<file path="src/rtl/count_display_driver.sv">
// count_display_driver: shows live count and underflow tally on a 2-digit muxed 7-seg display
module count_display_driver #(
  parameter int REFRESH_DIV    = 1000,
  parameter int DP_HOLD        = 16,
  parameter bit SEG_ACTIVE_LOW = 1,
  parameter bit AN_ACTIVE_LOW  = 1
) (
  input  logic       clk,
  input  logic       reset,
  input  logic [3:0] cnt_in,
  output logic [6:0] seg,
  output logic       dp,
  output logic [1:0] an
);
  localparam int PW = $clog2(REFRESH_DIV);
  localparam int TW = $clog2(DP_HOLD + 1);
  localparam logic [111:0] HEX = {
    7'h71, 7'h79, 7'h5E, 7'h39, 7'h7C, 7'h77, 7'h6F, 7'h7F,
    7'h07, 7'h7D, 7'h6D, 7'h66, 7'h4F, 7'h5B, 7'h06, 7'h3F
  };
  typedef enum logic {DIG0, DIG1} state_t;
  state_t          state;
  logic [3:0]      cnt_q, wrap_cnt, digit;
  logic            primed, wrap, slot_end, dp_on;
  logic [TW-1:0]   dp_timer;
  logic [PW-1:0]   presc;
  logic [6:0]      seg_on;
  logic [1:0]      an_on;
  assign wrap     = primed && cnt_q == 4'h0 && cnt_in == 4'hF;
  assign slot_end = presc == PW'(REFRESH_DIV - 1);
  // active-high view of what the current slot should put on the pins
  always_comb begin
    digit  = state == DIG1 ? wrap_cnt : cnt_q;
    seg_on = HEX[7*digit +: 7];
    dp_on  = state == DIG0 && dp_timer != '0;
    an_on  = state == DIG1 ? 2'b10 : 2'b01;
  end
  // sampling, wrap tracking, slot sequencing and registered pin drive
  always_ff @(posedge clk) begin
    if (reset) begin
      cnt_q    <= 4'h0;
      primed   <= 1'b0;
      wrap_cnt <= 4'h0;
      dp_timer <= '0;
      presc    <= '0;
      state    <= DIG0;
      seg      <= {7{SEG_ACTIVE_LOW}};
      dp       <= SEG_ACTIVE_LOW;
      an       <= {2{AN_ACTIVE_LOW}};
    end else begin
      cnt_q    <= cnt_in;
      primed   <= 1'b1;
      wrap_cnt <= wrap ? wrap_cnt + 4'd1 : wrap_cnt;
      dp_timer <= wrap ? TW'(DP_HOLD) : (dp_timer != '0 ? dp_timer - TW'(1) : dp_timer);
      presc    <= slot_end ? '0 : presc + PW'(1);
      state    <= slot_end ? (state == DIG0 ? DIG1 : DIG0) : state;
      seg      <= seg_on ^ {7{SEG_ACTIVE_LOW}};
      dp       <= dp_on ^ SEG_ACTIVE_LOW;
      an       <= an_on ^ {2{AN_ACTIVE_LOW}};
    end
  end
endmodule

</file>
<file path="config.mk">
export PLATFORM = sky130hd
export DESIGN_NAME = count_display_driver
export DESIGN_NICKNAME = d
export VERILOG_FILES = /design/src/rtl/count_display_driver.sv
export SDC_FILE = /design/constraint.sdc
export NUM_CORES = 1
export LEC_CHECK = 0
export CAP_MARGIN = 10
export CORE_UTILIZATION = 53
export CTS_BUF_LIST = sky130_fd_sc_hd__clkbuf_8
export DETAILED_ROUTE_END_ITERATION = 12
export GPL_TIMING_DRIVEN = 0
export PLACE_DENSITY = 0.77
export SYNTH_ARGS = -nofsm -noshare
export SYNTH_HDL_FRONTEND = slang
export SYNTH_SLANG_ARGS = --single-unit
export TNS_END_PERCENT = 50
</file>
<file path="constraint.sdc">
create_clock -name clk -period 1.5 [get_ports clk]
set_input_delay 0.3 -clock clk [delete_from_list [all_inputs] [get_ports clk]]
set_output_delay 0.3 -clock clk [all_outputs]
set_load 0.05 [all_outputs]
</file>
# Word level (Yosys, flattened, before mapping)
# Cells that the tools add are included.
[classes] bitwise=4 shift=1 n_addsub=3 mux=6 mul=1 eq_ne=2 n_reduce_logical=8
[ops] operator="$shiftx 112x8->7 const A" count=1
[ops] operator="$add 10x1->10 const B" count=1
[ops] operator="$eq 10x10->1 const B" count=1
[ops] operator="$mux 5" count=2
[ops] operator="$mul 3x4->7 const A" count=1
[ops] operator="$not 7->7" count=1
[ops] operator="$reduce_bool 5->1" count=1
[ops] operator="$sub 5x1->5 const B" count=1
[ops] operator="$add 4x1->4 const B" count=1
[ops] operator="$eq 4x4->1 const B" count=1
[ops] operator="$logic_not 4->1" count=1
[ops] operator="$mux 4" count=1
[ops] operator="$reduce_or 2->1" count=2
[ops] operator="$logic_and 1x1->1" count=3
[ops] operator="$mux 1" count=2
[ops] operator="$mux 2" count=1
[ops] operator="$not 1->1" count=2
[ops] operator="$not 2->2" count=1
[ops] operator="$reduce_bool 2->1" count=1
[word_totals] wordCells=35 ff_bits=35 out_inout_bits=10

# Depth between registers and ports, before layout
[depth] depth_word=4 ltp_mapped=6 ltp_nobuf=5

# Least setup slack after synthesis
# OpenSTA, ideal clock, no wires.
[synth_path] kind="register to register" start="register state" end="register seg[0]" stages_incl_launch_ff=7 t_required_ns=1.372 slack_ns=-0.140 synth_period_minus_slack_ns=1.640 arrival_ns=1.512 path_buffers=1 setup_time_ns=0.128 cell_sequence="dfxtp_1 -> buf_6 -> mux2i_1 -> inv_1 -> ha_1 -> nor4_1 -> a211oi_1"
[synth_between] elab_chain_cells=4
[synth_lines] element="start, declared" line="22" rtl="state_t state;"
[synth_lines] element="start signal, assigned" line="56" rtl="state <= slot_end ? (state == DIG0 ? DIG1 : DIG0) : state;"
[synth_lines] element="$mux 4" line="33" rtl="digit = state == DIG1 ? wrap_cnt : cnt_q;"
[synth_lines] element="$mul 3x4->7" line="34" rtl="seg_on = HEX[7*digit +: 7];"
[synth_lines] element="$shiftx 112x8->7" line="34"
[synth_lines] element="$not 7->7 (no line)"
[synth_lines] element="end signal, assigned" line="47" rtl="seg <= {7{SEG_ACTIVE_LOW}};"
[synth_lines] element="end signal, assigned" line="57" rtl="seg <= seg_on ^ {7{SEG_ACTIVE_LOW}};"
[synth_lines] element="end, declared" line="11" rtl="output logic [6:0] seg,"
# Every way passes these cells.
# A chain may end at the register's enable or synchronous reset.

# Final worst setup path
[layout_path] start="register state" end="register seg[6]"
# The elaborated chain is that of the path after synthesis.

==> metrics.txt <==
# TYPE chip_impl_metric gauge
chip_impl_info{name="r2r_end",value="seg[6]$_SDFF_PP1_"} 1
chip_impl_info{name="rsz0062_at_grt",value="yes"} 1
chip_impl_metric{name="drt-wirelength-per-cell",unit="µm"} 16.1
chip_impl_metric{name="cts.clk_slew.worst_paths",unit="ns"} 0.07
chip_impl_metric{name="post_synth_and_or_nand_nor_area_fraction",unit=""} 0.229
chip_impl_metric{name="crit_path_max_incr_delay",unit="ns"} 0.33
chip_impl_metric{name="placementRows",unit=""} 19
chip_impl_metric{name="maxClockFrequency",unit="MHz"} 656
chip_impl_metric{name="chipWidth",unit="µm"} 58.0
chip_impl_info{name="postSynth.topFlopCell",value="sky130_fd_sc_hd__dfxtp_1"} 1
chip_impl_info{name="cts_tree",value="yes"} 1
chip_impl_metric{name="area_share_of_the_largest_cell_type_after_synthesis",unit=""} 0.422
chip_impl_metric{name="finalSetupViolCount",unit=""} 3
chip_impl_info{name="synth_largest_area_cell",value="sky130_fd_sc_hd__dfxtp_1"} 1
chip_impl_metric{name="worstPathArrival",unit="ns"} 1.69
chip_impl_metric{name="detailed_route_iter0_violations",unit=""} 49
chip_impl_info{name="critPathKind",value="flip-flop to flip-flop"} 1
chip_impl_metric{name="power",unit="mW"} 2.42
chip_impl_metric{name="placed_cells",unit=""} 208
chip_impl_metric{name="dieArea",unit="µm²"} 3360
chip_impl_metric{name="parity_gate_share_of_the_synthesized_area_counting_xor_and_xnor_cells",unit=""} 0.0369
chip_impl_metric{name="synth.mux.area_fraction",unit=""} 0.105
chip_impl_metric{name="cts_inserted_buffers",unit=""} 5
chip_impl_metric{name="hold_buffers",unit=""} 0
chip_impl_metric{name="worst-path-max-fanout",unit=""} 10
chip_impl_info{name="min_delay_worst_endpoint",value="presc[0]$_SDFF_PP0_"} 1
chip_impl_metric{name="first_global_vias",unit=""} 1246
chip_impl_info{name="path_cells",value="buf_6 > buf_4 > mux2i_1 > buf_4 > mux2i_1 > o21ai_0"} 1
chip_impl_metric{name="design.core.area",unit="µm²"} 2850
chip_impl_metric{name="mappedNetlistNets",unit=""} 178
chip_impl_metric{name="final_hold_slack",unit="ns"} 0.462
chip_impl_metric{name="route.detailed.drc",unit=""} 1
chip_impl_metric{name="final_routed_wirelength_across_all_metal_layers",unit="µm"} 3630
chip_impl_metric{name="place_congestion",unit=""} 0.838
chip_impl_metric{name="reg2reg_slack",unit="ns"} -0.02
chip_impl_metric{name="power_density",unit="nW/µm²"} 1130
chip_impl_info{name="cp_slowest_cell",value="sky130_fd_sc_hd__dfxtp_2"} 1
chip_impl_info{name="startpoint",value="state$_SDFFE_PP0N_"} 1
chip_impl_metric{name="ys_ff_latch",unit=""} 35
chip_impl_metric{name="maxCapViolations",unit=""} 0
chip_impl_metric{name="synthesis.area_per_instance",unit="µm²"} 10.2
chip_impl_metric{name="synth_sequential_area_ratio",unit=""} 0.422
chip_impl_metric{name="htreeDepth",unit=""} 2
chip_impl_metric{name="irDropWorstVdd",unit="µV"} 857
chip_impl_metric{name="final_layout_size_suffix_gt1_frac",unit=""} 0.292
chip_impl_metric{name="layout_min_cycle_time",unit="ns"} 1.52
chip_impl_metric{name="layout.nets",unit=""} 209
chip_impl_metric{name="floorplan.die.height",unit="µm"} 58.0
chip_impl_metric{name="hpwl",unit="µm"} 2310
chip_impl_metric{name="timing_worst_slew_pin_value",unit="ns"} 0.500
chip_impl_metric{name="total_of_warnings_raised_by_yosys",unit=""} 0
chip_impl_metric{name="synth_compound_area_frac",unit=""} 0.110
chip_impl_metric{name="final_hold_vio_count",unit=""} 0
chip_impl_info{name="worst_r2r_startpoint",value="state$_SDFFE_PP0N_"} 1
chip_impl_metric{name="clkLatencyLatePin",unit="ns"} 0.29
chip_impl_info{name="run_status",value="complete, but fails checks"} 1
chip_impl_metric{name="synthAdderAreaFrac",unit=""} 0.0678
chip_impl_metric{name="clock_sink_count",unit=""} 35
chip_impl_metric{name="fin_cells",unit=""} 226
chip_impl_metric{name="io_pins",unit=""} 16
chip_impl_metric{name="fillers",unit=""} 199
chip_impl_metric{name="worstHoldPathCells",unit=""} 1
chip_impl_metric{name="pleak",unit="nW"} 0.813
chip_impl_metric{name="finalClockSkew",unit="ns"} 0.00936
chip_impl_info{name="failing_checks",value="DRC, setup timing"} 1
chip_impl_metric{name="critical_path_required",unit="ns"} 1.66
chip_impl_metric{name="post_synth_num_cell_types",unit=""} 48
chip_impl_info{name="hold_start",value="presc[0]$_SDFF_PP0_"} 1
chip_impl_metric{name="syn_area",unit="µm²"} 1660
chip_impl_metric{name="via_count",unit=""} 1348
chip_impl_metric{name="layout-area-overhead-vs-synth",unit="%"} 29.1
chip_impl_metric{name="via_per_inst",unit=""} 5.96
chip_impl_metric{name="clock_path_buffers",unit=""} 2
chip_impl_metric{name="port_buffers",unit=""} 14
chip_impl_metric{name="final_max_slew_viol_count",unit=""} 0
chip_impl_metric{name="fraction_of_synthesis_flops_using_an_asynchronous_set_or_reset_pin",unit=""} 0
chip_impl_metric{name="number_of_antenna_violations_at_the_first_check_in_global_routing",unit=""} 0
chip_impl_info{name="synth_top_family_by_area",value="simple AND/OR/NAND/NOR gates"} 1
chip_impl_metric{name="gr-total-overflow",unit=""} 0
chip_impl_metric{name="track_usage",unit=""} 0.227
chip_impl_metric{name="grt_start_max_net_pins",unit=""} 11
chip_impl_metric{name="antenna_cells_inserted",unit=""} 0
chip_impl_metric{name="floorplan.initialDensity",unit=""} 0.582
chip_impl_metric{name="post-route-worst-setup-slack",unit="ns"} -0.0249
chip_impl_metric{name="grt_pass1_wl",unit="µm"} 5710
chip_impl_info{name="clock_tree.root_cell",value="sky130_fd_sc_hd__clkbuf_8"} 1
chip_impl_info{name="ys_top_cells_by_area",value="sky130_fd_sc_hd__dfxtp_1 (42%), sky130_fd_sc_hd__ha_1 (6.8%), sky130_fd_sc_hd__mux2i_1 (4.8%)"} 1
chip_impl_metric{name="final_core_occ",unit=""} 0.752
chip_impl_info{name="worstSetupEndpointType",value="flip-flop"} 1
chip_impl_metric{name="min_period_over_period",unit=""} 1.02
chip_impl_metric{name="setup_total_negative_slack",unit="ns"} -0.0641
chip_impl_metric{name="slew_headroom",unit=""} 0.668
chip_impl_info{name="worst_min_delay_path_category",value="flip-flop to flip-flop"} 1
chip_impl_metric{name="worstRegToRegCells",unit=""} 6
chip_impl_info{name="startpoint_type",value="flip-flop"} 1
chip_impl_metric{name="ant_nets",unit=""} 0
chip_impl_metric{name="syn-instance-count",unit=""} 163
chip_impl_metric{name="drt-pass1-iter-count",unit=""} 8
chip_impl_metric{name="synth_edf_count",unit=""} 0
[worst max-delay path, delay by kind of cell (launching register included)]
| kind | cells | cell delay, ns |
|---|---|---|
| mux | 2 | 0.48 |
| compound gates | 1 | 0.09 |
| buf+inv | 3 | 0.51 |
| flops | 1 | 0.33 |
[power by group]
part | internal [mW] | switching, mW | leakage (nW)
combinational | 0.320 | 0.362 | 0.472
clock | 0.312 | 0.331 | 0.0505
sequential | 1.02 | 0.0726 | 0.290
[worst max-delay path by stage]
stage                          endpoint  slack, ns  cells after the start
6_report              seg[6]$_SDFF_PP1_      -0.02                      6
5_1_grt               seg[0]$_SDFF_PP1_      -0.09                      6
4_1_cts               seg[4]$_SDFF_PP1_      -0.09                      6
3_5_place_dp   wrap_cnt[0]$_SDFFE_PP0P_      -0.32                      4
3_3_place_gp   wrap_cnt[0]$_SDFFE_PP0P_      -0.30                      4
2_1_floorplan         seg[0]$_SDFF_PP1_       0.03                      6
[sequential cells by signal, summed over array words and instances (netlist names)]
signal,count
presc,10
seg,7
dp_timer,5
cnt_q,4
wrap_cnt,4
an,2
dp,1
primed,1
state,1
[through the flow]
| stage | instance area (µm²) | setup WS, ns |
|---|---|---|
| 6_report | 2150 | -0.0249 |
| 5_1_grt | 2150 | -0.0877 |
| 4_1_cts | 1960 | -0.0928 |
| 3_5_place_dp | 1870 | -0.324 |
| 3_3_place_gp | 1870 | -0.304 |
| 2_1_floorplan | 1690 | 0.0258 |
[repair_timing]
item                                    CTS  global route
endpoints found under the setup margin   20            11
pin swaps                                 1             5
buffers inserted                          1             9
gates resized for setup                  20            22
[cell type report]
cell class                 count  area, µm²  area share
clock buffer                   5       68.8      0.0321
sequential                    35        709       0.331
timing repair buffer          24        210      0.0980
buffer                         5       31.3      0.0146
tap                           31       38.8      0.0181
inverter                       5       18.8     0.00875
clock inverter                 3       12.5     0.00583
multi-input combinational    118       1060       0.492
[cells in the mapped netlist, types with 2 or more instances]
cell type	instances
sky130_fd_sc_hd__o21ai_0	7
sky130_fd_sc_hd__nor3_1	2
sky130_fd_sc_hd__mux2i_1	8
sky130_fd_sc_hd__xor2_1	2
sky130_fd_sc_hd__or2_2	3
sky130_fd_sc_hd__mux2_2	5
sky130_fd_sc_hd__nand2_1	8
sky130_fd_sc_hd__a31oi_1	3
sky130_fd_sc_hd__inv_1	4
sky130_fd_sc_hd__clkbuf_1	2
sky130_fd_sc_hd__nand3_1	6
sky130_fd_sc_hd__nor2b_1	7
sky130_fd_sc_hd__and2_1	3
sky130_fd_sc_hd__nand2b_1	2
sky130_fd_sc_hd__nor2_1	11
sky130_fd_sc_hd__nand4_1	2
sky130_fd_sc_hd__or3_1	4
sky130_fd_sc_hd__a21oi_1	4
sky130_fd_sc_hd__dfxtp_1	35
sky130_fd_sc_hd__ha_1	9
sky130_fd_sc_hd__nor4_1	5
sky130_fd_sc_hd__xnor2_1	5
[placed cells by master, fill, tap and decap left out, types with 3 or more instances in the layout]
master,n
sky130_fd_sc_hd__dfxtp_1,32
sky130_fd_sc_hd__nor2_1,11
sky130_fd_sc_hd__dlygate4sd2_1,10
sky130_fd_sc_hd__buf_4,9
sky130_fd_sc_hd__nand2_1,8
sky130_fd_sc_hd__nor2b_1,7
sky130_fd_sc_hd__nand3_1,6
sky130_fd_sc_hd__mux2i_1,6
sky130_fd_sc_hd__o21ai_0,5
sky130_fd_sc_hd__xnor2_1,5
sky130_fd_sc_hd__clkbuf_8,5
sky130_fd_sc_hd__inv_1,4
sky130_fd_sc_hd__or3_1,4
sky130_fd_sc_hd__a21oi_1,4
sky130_fd_sc_hd__mux2_2,4
sky130_fd_sc_hd__clkdlybuf4s50_1,4
sky130_fd_sc_hd__buf_6,3
sky130_fd_sc_hd__mux2i_4,3
sky130_fd_sc_hd__and2_1,3
sky130_fd_sc_hd__a31oi_1,3
sky130_fd_sc_hd__or2_2,3
sky130_fd_sc_hd__ha_2,3
sky130_fd_sc_hd__ha_1,3
sky130_fd_sc_hd__ha_4,3
[logic make-up after synthesis]
family,count (synthesis)
compound gates,26
xor+xnor,7
simple gates,61
buf+inv,10
fa+ha+maj,9
flops,35
mux,15
[routing by layer]
layer	wire, µm	vias to the layer above	GRT usage
met1	1540	662	0.267
met5	0	-	0
met4	41	0	0.116
met3	158	3	0.0670
met2	1890	30	0.374
li1	-	653	-
(Power assumes the default switching activity.)
